**src/rtl/r_response_memory.sv**
```systemverilog
// Response memory: parks R beats in a shared slot pool, linked per uid, and releases them in per-uid FIFO order.
// Optional occupancy / peak statistics outputs are built when RM_STATS_EN is defined.
module r_response_memory #(
  parameter int ID_WIDTH   = 4,
  parameter int DATA_WIDTH = 32,
  parameter int RESP_WIDTH = 2,
  parameter int NUM_SLOTS  = 32,
  parameter int MAX_LEN    = 8
) (
  input  logic                  clk,
  input  logic                  rst,
  input  logic                  store_valid,
  output logic                  store_ready,
  input  logic [ID_WIDTH-1:0]   store_id,
  input  logic [DATA_WIDTH-1:0] store_data,
  input  logic [RESP_WIDTH-1:0] store_resp,
  input  logic                  store_last,
  input  logic [ID_WIDTH-1:0]   release_uid,
  input  logic                  release_ready,
  output logic                  release_valid,
  output logic [DATA_WIDTH-1:0] release_data,
  output logic [RESP_WIDTH-1:0] release_resp,
  output logic                  release_last
`ifdef RM_STATS_EN
  ,
  output logic [$clog2(NUM_SLOTS+1)-1:0] occupancy,
  output logic [$clog2(NUM_SLOTS+1)-1:0] peak_occupancy
`endif
);

  localparam int NUM_UIDS = 2**ID_WIDTH;
  localparam int SW       = $clog2(NUM_SLOTS);
  localparam int CW       = $clog2(MAX_LEN+1);

  logic [DATA_WIDTH-1:0] r_data [NUM_SLOTS];
  logic [RESP_WIDTH-1:0] r_resp [NUM_SLOTS];
  logic                  r_last [NUM_SLOTS];
  logic [SW-1:0]         r_next [NUM_SLOTS];
  logic [NUM_SLOTS-1:0]  r_free;

  logic [SW-1:0] r_head  [NUM_UIDS];
  logic [SW-1:0] r_tail  [NUM_UIDS];
  logic [CW-1:0] r_count [NUM_UIDS];

  logic [SW-1:0] w_alloc;
  logic [SW-1:0] w_rel_head;
  logic          w_store;
  logic          w_release;
  logic          w_same_uid;

  // Lowest-index free slot wins.
  always_comb begin
    w_alloc = '0;
    for (int i = NUM_SLOTS-1; i >= 0; i--) begin
      if (r_free[i]) w_alloc = SW'(i);
    end
  end

  assign store_ready   = (|r_free) && (r_count[store_id] < CW'(MAX_LEN));
  assign release_valid = (r_count[release_uid] != '0);
  assign w_rel_head    = r_head[release_uid];
  assign release_data  = release_valid ? r_data[w_rel_head] : '0;
  assign release_resp  = release_valid ? r_resp[w_rel_head] : '0;
  assign release_last  = release_valid ? r_last[w_rel_head] : 1'b0;

  assign w_store    = store_valid && store_ready;
  assign w_release  = release_valid && release_ready;
  assign w_same_uid = (store_id == release_uid);

  always_ff @(posedge clk) begin
    if (rst) begin
      r_free <= '1;
      for (int u = 0; u < NUM_UIDS; u++) begin
        r_head[u]  <= '0;
        r_tail[u]  <= '0;
        r_count[u] <= '0;
      end
    end else begin
      if (w_store) begin
        r_free[w_alloc]  <= 1'b0;
        r_tail[store_id] <= w_alloc;
        if (r_count[store_id] == '0) r_head[store_id] <= w_alloc;
      end
      if (w_release) begin
        r_free[w_rel_head] <= 1'b1;
        // A single-beat chain popped while the same uid stores: new beat becomes the head.
        if (w_store && w_same_uid && r_count[release_uid] == CW'(1))
          r_head[release_uid] <= w_alloc;
        else
          r_head[release_uid] <= r_next[w_rel_head];
      end
      if (!(w_store && w_release && w_same_uid)) begin
        if (w_store)   r_count[store_id]    <= r_count[store_id] + CW'(1);
        if (w_release) r_count[release_uid] <= r_count[release_uid] - CW'(1);
      end
    end
  end

  // Slot payload needs no reset; it is only visible through a live chain.
  always_ff @(posedge clk) begin
    if (!rst && w_store) begin
      r_data[w_alloc] <= store_data;
      r_resp[w_alloc] <= store_resp;
      r_last[w_alloc] <= store_last;
      if (r_count[store_id] != '0) r_next[r_tail[store_id]] <= w_alloc;
    end
  end

`ifdef RM_STATS_EN
  localparam int OW = $clog2(NUM_SLOTS+1);
  logic [OW-1:0] r_occ;
  logic [OW-1:0] r_peak;
  logic [OW-1:0] w_occ_next;

  always_comb begin
    w_occ_next = r_occ;
    if (w_store && !w_release)      w_occ_next = r_occ + OW'(1);
    else if (!w_store && w_release) w_occ_next = r_occ - OW'(1);
  end

  always_ff @(posedge clk) begin
    if (rst) begin
      r_occ  <= '0;
      r_peak <= '0;
    end else begin
      r_occ <= w_occ_next;
      if (w_occ_next > r_peak) r_peak <= w_occ_next;
    end
  end

  assign occupancy      = r_occ;
  assign peak_occupancy = r_peak;
`endif

endmodule

```
**config.mk**
```make
export PLATFORM = sky130hd
export DESIGN_NAME = r_response_memory
export DESIGN_NICKNAME = d
export VERILOG_FILES = /design/src/rtl/r_response_memory.sv
export SDC_FILE = /design/constraint.sdc
export NUM_CORES = 2
export LEC_CHECK = 0
export CORE_ASPECT_RATIO = 0.8
export CORE_MARGIN = 4
export CORE_UTILIZATION = 60
export CTS_BUF_LIST = sky130_fd_sc_hd__clkbuf_4 sky130_fd_sc_hd__clkbuf_8
export DETAILED_ROUTE_END_ITERATION = 12
export HOLD_SLACK_MARGIN = 0.15
export PLACE_DENSITY = 0.77
export SLEW_MARGIN = 20
export SYNTH_ARGS = -nofsm -noshare
export SYNTH_HDL_FRONTEND = slang
export SYNTH_SLANG_ARGS = --single-unit
```
**constraint.sdc**
```tcl
create_clock -name clk -period 8.2 [get_ports clk]
set_input_delay 2.05 -clock clk [delete_from_list [all_inputs] [get_ports clk]]
set_output_delay 2.05 -clock clk [all_outputs]
set_load 0.05 [all_outputs]
```
==> metrics.yaml <==
clock_latency_ns: 0.93
place_area_mm2: 0.0680
async_flop_share_pct: 0
worstMarginPinSlew_ns: 1.33
final_util_pct: 68.1
synth_most_common_cell: "edfxtp_1"
p_leak_nw: 24.9
setup_viol: 0
ys_top_cells_by_area: "edfxtp_1 70%, nand2_1 7.5%, nand3_1 3.6%"
worstSetupStartpointType: "primary input"
initial_core_util_pct: 60.4
setup_slack_ns: 0.190
comb_power_share_pct: 15.0
yosysTopAreaCell: "edfxtp_1"
worstSetupPathType: "primary input to output pin"
grt_antenna_before_repair: 12
grt_max_degree: 79
tns_ns: 0
synth_ff_type: "edfxtp_1"
clk_root_buffer_cell: "clkbuf_8"
reg2reg_depth: 12
pre_cts_slack_ns: 0.0607
p_per_area_mw_per_mm2: 239
clockPowerShare_pct: 34.7
grtUsageTotal_pct: 31.4
skew_ns: 0.0612
io_pins: 84
outcome: "finished, final reports clean"
seqPwrFrac_pct: 50.3
cell_internal_pwr_mw: 12.7
cts_resized: 0
grt_pass1_vias: 42200
ys_ff_latch: 1536
finalMaxSlewViolations: 0
dieArea_mm2: 0.112
layout.nets: 5192
synth_top_cells_by_count: "1504 x edfxtp_1, 1280 x nand2_1, 456 x nand3_1"
via_per_inst: 6.59
dr.first_iter.drc_count: 7401
ant_nets: 0
final_area_mm2: 0.0723
drc_errors: 0
syn_nets: 5025
maxCapViolations: 0
required_ns: 6.15
power_mw: 17.3
finalCritPeriodShare_pct: 97.7
wire_per_inst_um: 26.5
dp_hpwl_um: 103000
postCtsHoldBufs: 0
fp-row-count: 107
cts_buffer_depth: 3
critical_path_arrival_ns: 5.96
tritoncts: "yes"
avgSynthCellArea_um2: 12.9
clk_pin_slew_worst_paths_ns: 0.06
area_growth_pct: 12.6
drtPass1Iterations: 8
max_freq_ghz: 0.125
synth_warnings: 0
switchingPower_mw: 4.63
grt_pass1_wl_um: 265000
die_x_um: 374
report.final.hold_viol_count: 0
max_slew_margin_pct: 10.9
portBuffers: 83
numCtsBuffers: 220
dpl.cell_count: 6333
drive_gt1_share_pct: 14.5
post_cts_buffers: 0
wirelength_um: 179000
grt_overflow: 0
finalCriticalPeriod_ns: 8.01
swShare_pct: 26.8
synth_top_area_share_pct: 70.3
core_mm2: 0.106
die_h_um: 301
vias: 44400
holdWs_ns: 0.489
rsz0062_at_grt: "no"
postSynthCellCount: 4973
clock_sinks: 1536
ys_seq_area_share_pct: 71.3
cp-end-kind: "output pin"
path_max_fanout: 35
min_path_cells: 2
ir_drop_uv: 197
worstHoldPathType: "flop to flop"
gp_congestion: 0.886
synth_edf_count: 1504
layout.cells.non_filler: 6743
yosysUniqueCellTypes: 70
synth_area_mm2: 0.0642
cts.htree.levels: 4
## flip-flops by register name, indices dropped and copies added (netlist names)
name and cells:
r_head 80, r_free 32, r_last 32, r_resp 64, r_data 1024, r_tail 80
r_next 160, r_count 64
## layout make-up
cell class	count	area [um^2]
Antenna cell	5	12.5
Clock buffer	301	3690
Clock inverter	102	646
Fill cell	7156	34000
Inverter	20	75.1
Multi-Input combinational cell	3071	17100
Sequential cell	1536	45800
Tap cell	1417	1770
Timing Repair Buffer	291	3280
## critical path, cell delays in order
cell and delay [ns]:
clkbuf_4 0.32, buf_4 0.24, mux4_2 0.52, o22ai_1 0.42, or2_4 0.33, buf_12 0.23
buf_12 0.22, nand2_1 0.08, nand3_1 0.10, a21oi_1 0.10, or4_1 0.55, a211oi_1 0.42
buf_4 0.21, buf_12 0.14
## final timing paths
path / start / to / slack, ns
worst max-delay path: release_uid[0] / release_data[25] / 0.19
worst min-delay path: r_free[30]$_SDFF_PP1_ / r_free[30]$_SDFF_PP1_ / 0.49
worst max register to register: r_head[5][0]$_DFFE_PP_ / r_head[3][4]$_DFFE_PP_ / 3.15
worst min register to register: r_free[30]$_SDFF_PP1_ / r_free[30]$_SDFF_PP1_ / 0.49
## per-layer routing
layer  wire length, um  part of all wire [%]  GRT usage [%]  up-vias
met5                52                 0.029              0        -
met4              5320                   3.0           10.4        8
met3             27000                    15           8.90      444
met2             79200                    44           45.8     3617
met1             67200                    38           46.1    21400
li1                  -                     -              -    18900
## cell families after synthesis
logic type      after synthesis  synth area share [%]
simple gates               2224                  15.0
flops                      1536                  71.3
compound gates              688                  6.81
buf+inv                     366                  2.74
mux                         146                  3.98
xor+xnor                      8                 0.109
fa+ha+maj                     5                0.0974
## cells in the final DEF, fill, tap and decap left out, types with 82 or more instances in the layout
cell,netlist,layout
buf_12,1,82
nand3_1,456,456
nand2_1,1280,1279
a21oi_1,287,287
mux4_2,82,82
nor2_1,229,196
edfxtp_1,1504,1504
clkbuf_8,0,228
buf_4,19,161
o22ai_1,141,141
## power by group through the flow
stage | logic [mW] | clock network [mW] | registers (mW)
final | 2.59 | 5.99 | 8.70
after global routing | 2.72 | 6.40 | 8.70
after CTS | 2.54 | 6.03 | 8.70
after detailed placement | 2.53 | 0 | 8.87
after global placement | 2.49 | 0 | 8.87
after floorplan | 1.46 | 0 | 8.85
Note: power is estimated with default switching activity, not from simulation.
